`config.mk`:
```
export PLATFORM = sky130hd
export DESIGN_NAME = serial_defaults_loader
export DESIGN_NICKNAME = d
export VERILOG_FILES = /design/src/rtl/serial_loader_pkg.sv /design/src/rtl/serial_phase_timer.sv /design/src/rtl/serial_defaults_loader.sv
export SDC_FILE = /design/constraint.sdc
export NUM_CORES = 1
export LEC_CHECK = 0
export CELL_PAD_IN_SITES_DETAIL_PLACEMENT = 1
export CELL_PAD_IN_SITES_GLOBAL_PLACEMENT = 1
export CORE_MARGIN = 1
export CORE_UTILIZATION = 43
export DETAILED_ROUTE_END_ITERATION = 6
export PLACE_DENSITY = 0.88
export RECOVER_POWER = 50
export SYNTH_ARGS = -nofsm -noshare
export SYNTH_HDL_FRONTEND = slang
export SYNTH_SLANG_ARGS = --single-unit
```
`constraint.sdc`:
```
create_clock -name clk -period 3.1 [get_ports clk]
set_clock_uncertainty 0.1 [all_clocks]
set_input_delay 0.465 -clock clk [delete_from_list [all_inputs] [get_ports clk]]
set_output_delay 0.465 -clock clk [all_outputs]
set_load 0.03 [all_outputs]
```
`src/rtl/serial_loader_pkg.sv`:
```
// Shared types and default geometry for the serial configuration-chain loader.
package serial_loader_pkg;

    typedef enum logic [1:0] {
        IDLE     = 2'd0,
        SHIFT_LO = 2'd1,
        SHIFT_HI = 2'd2,
        LOAD     = 2'd3
    } state_e;

    localparam int NUM_BLOCKS_DEF     = 2;
    localparam int BITS_PER_BLOCK_DEF = 13;

endpackage

```
`src/rtl/serial_phase_timer.sv`:
```
// Counts CLK_DIV cycles per serial_clock phase and ticks phase_end on the last one.
module serial_phase_timer #(
    parameter int CLK_DIV = 1
) (
    input  logic clk,
    input  logic resetb,
    input  logic reload,
    input  logic enable,
    output logic phase_end
);

    localparam int CW = (CLK_DIV > 1) ? $clog2(CLK_DIV) : 1;
    localparam logic [CW-1:0] LAST = CW'(CLK_DIV - 1);

    logic [CW-1:0] cnt_q, cnt_d;

    assign phase_end = enable && (cnt_q == '0);

    // The counter restarts at every phase boundary, so it never wraps below zero.
    always_comb begin
        cnt_d = cnt_q;
        if (reload || phase_end) begin
            cnt_d = LAST;
        end else if (enable) begin
            cnt_d = cnt_q - CW'(1);
        end
    end

    always_ff @(posedge clk or negedge resetb) begin
        if (!resetb) begin
            cnt_q <= '0;
        end else begin
            cnt_q <= cnt_d;
        end
    end

endmodule

```
`src/rtl/serial_defaults_loader.sv`:
```
// Snapshots the strapped default words on start, shifts them MSB-first down the
// serial configuration chain, then strobes serial_load so every block latches.
module serial_defaults_loader
    import serial_loader_pkg::*;
#(
    parameter int NUM_BLOCKS     = NUM_BLOCKS_DEF,
    parameter int BITS_PER_BLOCK = BITS_PER_BLOCK_DEF,
    parameter int CLK_DIV        = 1
) (
    input  logic                               clk,
    input  logic                               resetb,
    input  logic                               start,
    input  logic                               abort,
    input  logic [NUM_BLOCKS*BITS_PER_BLOCK-1:0] defaults,
    output logic                               busy,
    output logic                               done,
    output logic                               aborted,
    output logic                               serial_clock,
    output logic                               serial_load,
    output logic                               serial_data_out,
    output logic                               serial_resetn
);

    localparam int T   = NUM_BLOCKS * BITS_PER_BLOCK;
    localparam int BCW = $clog2(T + 1);
    localparam logic [BCW-1:0] BITS_ALL = BCW'(T);
    localparam logic [BCW-1:0] BIT_ONE  = BCW'(1);

    state_e           state_q, state_d;
    logic [T-1:0]     shift_q, shift_d;
    logic [BCW-1:0]   bit_cnt_q, bit_cnt_d;
    logic             accept;
    logic             phase_end;

    logic busy_d, done_d, aborted_d, sclk_d, sload_d, sdo_d;
    logic busy_q, done_q, aborted_q, sclk_q, sload_q, sdo_q, sresetn_q;

    assign accept = (state_q == IDLE) && start && !abort;

    serial_phase_timer #(
        .CLK_DIV (CLK_DIV)
    ) u_phase_timer (
        .clk       (clk),
        .resetb    (resetb),
        .reload    (accept),
        .enable    (state_q != IDLE),
        .phase_end (phase_end)
    );

    // NOTE: sequential state uses non-blocking assignments so every register
    // samples the pre-edge value of every other register.
    always_ff @(posedge clk or negedge resetb) begin
        if (!resetb) begin
            state_q   <= IDLE;
            shift_q   <= '0;
            bit_cnt_q <= '0;
        end else begin
            state_q   <= state_d;
            shift_q   <= shift_d;
            bit_cnt_q <= bit_cnt_d;
        end
    end

    // NOTE: every combinational output gets a default first so no path infers a latch.
    always_comb begin
        state_d   = state_q;
        shift_d   = shift_q;
        bit_cnt_d = bit_cnt_q;
        unique case (state_q)
            IDLE: begin
                if (accept) begin
                    state_d   = SHIFT_LO;
                    shift_d   = defaults;
                    bit_cnt_d = BITS_ALL;
                end
            end
            SHIFT_LO: begin
                if (phase_end) state_d = SHIFT_HI;
            end
            SHIFT_HI: begin
                if (phase_end) begin
                    bit_cnt_d = bit_cnt_q - BIT_ONE;
                    if (bit_cnt_q == BIT_ONE) begin
                        state_d = LOAD;
                    end else begin
                        state_d = SHIFT_LO;
                        shift_d = shift_q << 1;
                    end
                end
            end
            LOAD: begin
                if (phase_end) state_d = IDLE;
            end
            default: state_d = IDLE;
        endcase
        if (abort && (state_q != IDLE)) state_d = IDLE;
    end

    // Outputs are decoded from the next state and registered, so they change
    // together with the state and no input reaches a pin combinationally.
    always_comb begin
        busy_d    = (state_d != IDLE);
        sclk_d    = (state_d == SHIFT_HI);
        sload_d   = (state_d == LOAD);
        sdo_d     = ((state_d == SHIFT_LO) || (state_d == SHIFT_HI)) && shift_d[T-1];
        done_d    = (state_q == LOAD) && (state_d == IDLE) && !abort;
        aborted_d = (state_q != IDLE) && abort;
    end

    always_ff @(posedge clk or negedge resetb) begin
        if (!resetb) begin
            busy_q    <= 1'b0;
            done_q    <= 1'b0;
            aborted_q <= 1'b0;
            sclk_q    <= 1'b0;
            sload_q   <= 1'b0;
            sdo_q     <= 1'b0;
            sresetn_q <= 1'b0;
        end else begin
            busy_q    <= busy_d;
            done_q    <= done_d;
            aborted_q <= aborted_d;
            sclk_q    <= sclk_d;
            sload_q   <= sload_d;
            sdo_q     <= sdo_d;
            sresetn_q <= 1'b1;
        end
    end

    assign busy            = busy_q;
    assign done            = done_q;
    assign aborted         = aborted_q;
    assign serial_clock    = sclk_q;
    assign serial_load     = sload_q;
    assign serial_data_out = sdo_q;
    assign serial_resetn   = sresetn_q;

endmodule

```
==> results of run 1 <==
-- registers in the layout, indices dropped and copies added, names as in the netlist --
| name | cells |
|---|---|
| aborted | 1 |
| bit_cnt_q | 5 |
| busy | 1 |
| done | 1 |
| serial_clock | 1 |
| serial_data_out | 1 |
| serial_load | 1 |
| serial_resetn | 1 |
| shift_q | 26 |
| state_q | 2 |
| u_phase_timer.cnt_q | 1 |
-- cell families after synthesis --
logic type               share of synthesized area [%]
AO/OA/AOI/OAI                                     18.9
XOR/XNOR                                         0.462
adder cells (fa/ha/maj)                           3.30
buffers and inverters                             4.03
flip-flops                                        54.1
other                                            0.198
AND/OR/NAND/NOR                                   18.9
-- metal layers --
| layer | routed length [um] | vias up |
|---|---|---|
| met1 | 1800 | 715 |
| met2 | 2180 | 35 |
| met3 | 150 | 8 |
| met5 | 0 | - |
| li1 | - | 650 |
| met4 | 89 | 0 |
-- worst max-delay path, cell delays in order (launching register included) --
cell	delay, ns
dfrtp_1	0.40
inv_1	0.09
ha_1	0.15
nor4b_4	0.38
a21oi_1	0.15
or3_1	0.36
ha_1	0.33
o2111ai_1	0.12
o221ai_1	0.15
-- cells in the mapped netlist --
cell       number
dfrtp_1        41
a221o_1        24
and2_1         24
inv_1           6
nor3_1          6
ha_1            5
a21oi_1         4
buf_2           4
nand2b_1        4
nor2_1          4
clkbuf_1        3
nand2_1         3
and3_1          2
buf_6           2
o211ai_1        2
o21ai_0         2
or3_1           2
a211oi_1        1
a22o_1          1
a22o_4          1
a31oi_1         1
and4bb_2        1
conb_1          1
nand3_1         1
nor2b_1         1
nor3b_1         1
nor4b_2         1
nor4b_4         1
nor4bb_1        1
o2111ai_1       1
o21a_1          1
o221ai_1        1
o31a_1          1
or3b_1          1
or4b_4          1
xnor2_1         1
-- power by group --
part           switching, mW  internal [mW]  leakage [nW]
logic                  0.188          0.234         0.473
clock network          0.183          0.177        0.0443
registers              0.151          0.717         0.511
-- layout make-up --
class                      count  area, sq um
clock buffer                   7         86.3
fill                         438         1760
inverter                       6         22.5
multi-input combinational    101          793
sequential                    41         1030
tap                           50         62.6
timing repair buffer          38          369
-- layout by cell type, fill, tap and decap left out, types with 2 or more instances in the layout --
cell | synthesis | routed
and2_1 | 24 | 24
and3_1 | 2 | 2
clkdlybuf4s50_1 | 0 | 34
dfrtp_1 | 41 | 41
inv_1 | 6 | 6
nand2_1 | 3 | 3
a21oi_1 | 4 | 4
clkbuf_8 | 0 | 6
o21ai_0 | 2 | 2
o211ai_1 | 2 | 2
a221o_1 | 24 | 24
nor2_1 | 4 | 4
clkbuf_1 | 3 | 2
nand2b_1 | 4 | 4
buf_4 | 0 | 2
or3_1 | 2 | 2
ha_1 | 5 | 5
nor3_1 | 6 | 6
-- worst min path at each step --
stage | cells after the start | startpoint | slack (ns) | to
2_1_floorplan | 0 | resetb | 0.07 | aborted
3_3_place_gp | 1 | shift_q[0] | 0.39 | shift_q[0]
3_5_place_dp | 1 | shift_q[19] | 0.40 | shift_q[19]
4_1_cts | 1 | resetb | 0.22 | busy
5_1_grt | 1 | shift_q[12] | 0.43 | shift_q[12]
6_report | 1 | shift_q[22] | 0.42 | shift_q[23]
==> results.py, run 1 <==
metrics = {
    "status": {
        "status": "finished with violations",
        "violations": "max-capacitance violations, max-slew violations",
    },
    "synthesis": {
        "avgSynthCellArea_sq_um": 12.1,
        "ys_warn_count": 0,
        "synthTopCellsByArea": "dfrtp_1 54%, a221o_1 13%, and2_1 7.9%",
        "syn-instance-count": 157,
        "synth.distinct_cells": 36,
        "syn_area_sq_mm": 0.00190,
        "synth-seq-cells": 41,
        "synth_seq_area_share_pct": 54.1,
        "synth_area_leader_cell": "dfrtp_1",
        "syn_nets": 192,
        "synth_top_area_share_pct": 54.1,
    },
    "global_route": {
        "grt_use_total_pct": 21.0,
        "grt_pass1_wl_um": 7030,
        "gr-total-overflow": 0,
        "use_met1_pct": 24.2,
        "grtUsageMet3_pct": 4.00,
        "grt_most_used_layer": "met2",
        "met2_usage_pct": 37.0,
        "antenna_found_initial": 0,
        "grt_pass1_vias": 1538,
        "grt_max_degree": 42,
    },
    "clock_tree": {
        "clkTransAtPathRegs_ns": 0.07,
        "clock_path_buffers": 2,
        "ctsHoldBuffers": 0,
        "root_buffer": "clkbuf_8",
        "htree_levels": 2,
        "cts_tree": "built",
        "postCtsSetupRepairBufs": 0,
        "clkLatencyLatePin_ns": 0.30,
        "cts_buffers": 5,
        "ctsResizeCount": 0,
        "cts.sinks": 41,
    },
    "critical_path": {
        "startpoint_type": "register",
        "startpoint": "bit_cnt_q[1]",
        "path_class": "reg -> reg",
        "required_ns": 3.16,
        "crit_end": "serial_data_out",
        "worstSetupEndpointType": "register",
        "worst-path-max-fanout": 6,
        "r2r_start": "bit_cnt_q[1]",
        "r2r_end": "serial_data_out",
        "rrSetupSlack_ns": 0.72,
        "rr_worst_depth": 8,
        "crit_arrival_ns": 2.44,
    },
    "layout": {
        "drive_above_1_share_pct": 6.74,
        "final_net_count": 228,
        "design_area_sq_mm": 0.00236,
        "final_util_pct": 57.3,
        "syn2layout_area_growth_pct": 24.5,
        "num_antenna_cells": 0,
        "fin_cells": 243,
    },
    "drt": {
        "wl_per_cell_um": 17.4,
        "drc": 0,
        "ant_nets": 0,
        "drt_wl_total_um": 4230,
        "drt_iter0_drc": 116,
        "drt_first_pass_iters": 4,
        "vias_per_cell": 5.79,
        "vias": 1408,
    },
    "power_and_ir_drop": {
        "irDropWorstVdd_mv": 0.365,
        "p_leak_nw": 1.03,
        "p_per_area_mw_per_mm2": 699,
        "power_mw": 1.65,
    },
    "place": {
        "port-buffer-count": 36,
        "dpl_worst_slack_ns": 0.562,
        "dp.cells": 236,
        "gp_congestion": 0.753,
        "dpl.hpwl_um": 2940,
        "placed_cell_area_sq_mm": 0.00227,
    },
    "sta": {
        "period_share_pct": 76.7,
        "max-slew-margin-rel_pct": -47.0,
        "setup_tns_ns": 0,
        "setup_ws_ns": 0.722,
        "hold_ws_ns": 0.416,
        "min_period_ns": 2.38,
        "setup_violations": 0,
        "tightest_slew_ns": 2.21,
        "hold_viol_final": 0,
        "drv_slew": 42,
        "clock.fmax_ghz": 0.421,
        "rsz0062_at_grt": "no",
    },
    "die": {
        "die_area_sq_mm": 0.00468,
        "die_w_um": 68.4,
        "coreArea_sq_mm": 0.00412,
        "std_cell_rows": 23,
        "die_y_um": 68.4,
        "initial_core_util_pct": 46.1,
        "top_level_ports": 37,
    },
    "worst_hold_path": {
        "min_path_type": "reg -> reg",
    },
    "flow_run": {
        "drv_cap": 1,
    },
}
Note: power is estimated with default switching activity, not from simulation.
==> inputs of run 2 (changes only) <==
Settings changed: CORE_UTILIZATION 43 to 40, PLACE_DENSITY 0.88 to 0.83.
Clock period 3.1 ns to 2.2 ns, I/O delays scaled along.
==> results.py, run 2 (same netlist as run 1, synthesis figures left out) <==
metrics = {
    "status": {
        "status": "finished, final reports clean",
    },
    "drt": {
        "drt_wl_total_um": 4510,
        "drt_iter0_drc": 40,
        "ant_nets": 0,
        "drt_first_pass_iters": 6,
        "wl_per_cell_um": 17.6,
        "vias_per_cell": 5.63,
        "vias": 1447,
        "drc": 0,
    },
    "die": {
        "initial_core_util_pct": 42.7,
        "std_cell_rows": 24,
        "top_level_ports": 37,
        "die_area_sq_mm": 0.00502,
        "die_w_um": 70.8,
        "coreArea_sq_mm": 0.00444,
        "die_y_um": 70.8,
    },
    "critical_path": {
        "cp_slowest_cell": "dfrtp_1",
        "path_class": "reg -> reg",
        "critPathBufInv": 1,
        "worstSetupEndpointType": "register",
        "startpoint_type": "register",
        "critical_path.top_delay_family": "simple AND/OR/NAND/NOR gates",
        "crit_chain": "inv_1 > ha_1 > nor4b_4 > a21oi_2 > or3_1 > ha_4 > nand2b_1 > o221ai_1",
        "worst-path-max-fanout": 3,
        "required_ns": 2.31,
        "max_stage_delay_ns": 0.40,
        "crit_arrival_ns": 2.21,
    },
    "sta": {
        "min_period_ns": 2.10,
        "tightest_slew_ns": 1.01,
        "max-slew-margin-rel_pct": 32.9,
        "setup_violations": 0,
        "period_share_pct": 95.3,
        "hold_ws_ns": 0.0951,
        "clock.fmax_ghz": 0.477,
        "setup_tns_ns": 0,
        "hold_viol_final": 0,
        "rsz0062_at_grt": "no",
        "drv_slew": 0,
    },
    "global_route": {
        "grt_max_degree": 42,
        "antenna_found_initial": 0,
        "grt_use_total_pct": 20.3,
        "gr-total-overflow": 0,
        "grt_pass1_vias": 1597,
        "grt_pass1_wl_um": 7820,
    },
    "layout": {
        "largest_registers": "shift_q: 26 flops, bit_cnt_q: 5 flops, state_q: 2 flops",
        "mostFrequentLayoutCells": "41 x dfrtp_1, 35 x clkdlybuf4s50_1, 24 x and2_1, 24 x a221o_1, 11 x buf_4",
        "syn2layout_area_growth_pct": 31.9,
        "largest_register_ff_count": 26,
        "regMostFlops": "shift_q",
        "drive_above_1_share_pct": 13.2,
        "final_net_count": 239,
        "num_antenna_cells": 0,
        "mostFrequentLayoutCell": "dfrtp_1",
    },
    "clock_tree": {
        "root_buffer": "clkbuf_8",
        "clkLatencyLatePin_ns": 0.30,
        "cts_tree": "built",
        "clkTransAtPathRegs_ns": 0.08,
        "ctsHoldBuffers": 0,
        "cts_buffers": 5,
        "htree_levels": 2,
        "clock_path_buffers": 2,
        "cts.sinks": 41,
    },
    "place": {
        "port-buffer-count": 36,
        "gp_congestion": 0.816,
        "dpl.hpwl_um": 3150,
    },
    "power_and_ir_drop": {
        "power_mw": 2.52,
        "p_per_area_mw_per_mm2": 1010,
        "p_leak_nw": 1.10,
        "irDropWorstVdd_mv": 0.469,
    },
    "flow_run": {
        "drv_cap": 0,
    },
    "worst_hold_path": {
        "min_path_type": "in -> async",
    },
}
run 2: repair_timing:
item	4_1_cts	5_1_grt
gates resized for setup	0	2
endpoints found under the hold margin	0	0
buffers inserted	0	3
endpoints found under the setup margin	0	1
run 2: stage by stage:
stage	cells	area [sq um]	setup WS, ns	utilization (%)
after floorplan	157	1900	0.0980	-
after global placement	246	2350	-0.0551	52.9
after detailed placement	246	2350	-0.161	52.9
after CTS	254	2470	0.0107	55.5
after global routing	257	2500	0.00732	56.3
final	257	2500	0.104	56.3
run 2: final timing paths:
path	start	slack, ns	cells past startpoint	to
max	bit_cnt_q[1]	0.10	8	serial_data_out
min	resetb	0.1	1	aborted
max reg2reg	bit_cnt_q[1]	0.10	8	serial_data_out
min in group clk	shift_q[10]	0.42	1	shift_q[10]
max in group asynchronous	resetb	1.28	1	shift_q[0]
min reg2reg	shift_q[10]	0.42	1	shift_q[10]
run 2: final cells by class:
type	count	area (sq um)
Fill cell	461	1940
Sequential cell	41	1030
Multi-Input combinational cell	101	810
Timing Repair Buffer	49	462
Clock buffer	7	86.3
Tap cell	52	65.1
Clock inverter	1	30.0
Inverter	6	22.5
run 2: layer usage:
metal	up-vias	wire length [um]	GRT usage (%)
li1	674	-	-
met1	729	2020	25.8
met2	38	2260	35.0
met3	6	178	4.27
met4	0	54	6.00
met5	-	0	0
run 2: report_power, final:
| group | leakage, nW | internal (mW) | switching, mW |
|---|---|---|---|
| clock network | 0.0585 | 0.370 | 0.263 |
| logic | 0.530 | 0.376 | 0.290 |
| registers | 0.511 | 1.01 | 0.205 |
| total | 1.10 | 1.76 | 0.759 |
==> inputs of run 3 (changes only) <==
Settings changed: CAP_MARGIN set to 15.
==> results of run 3 <==
The final DEF is identical to that of run 2; final timing and power are the same.
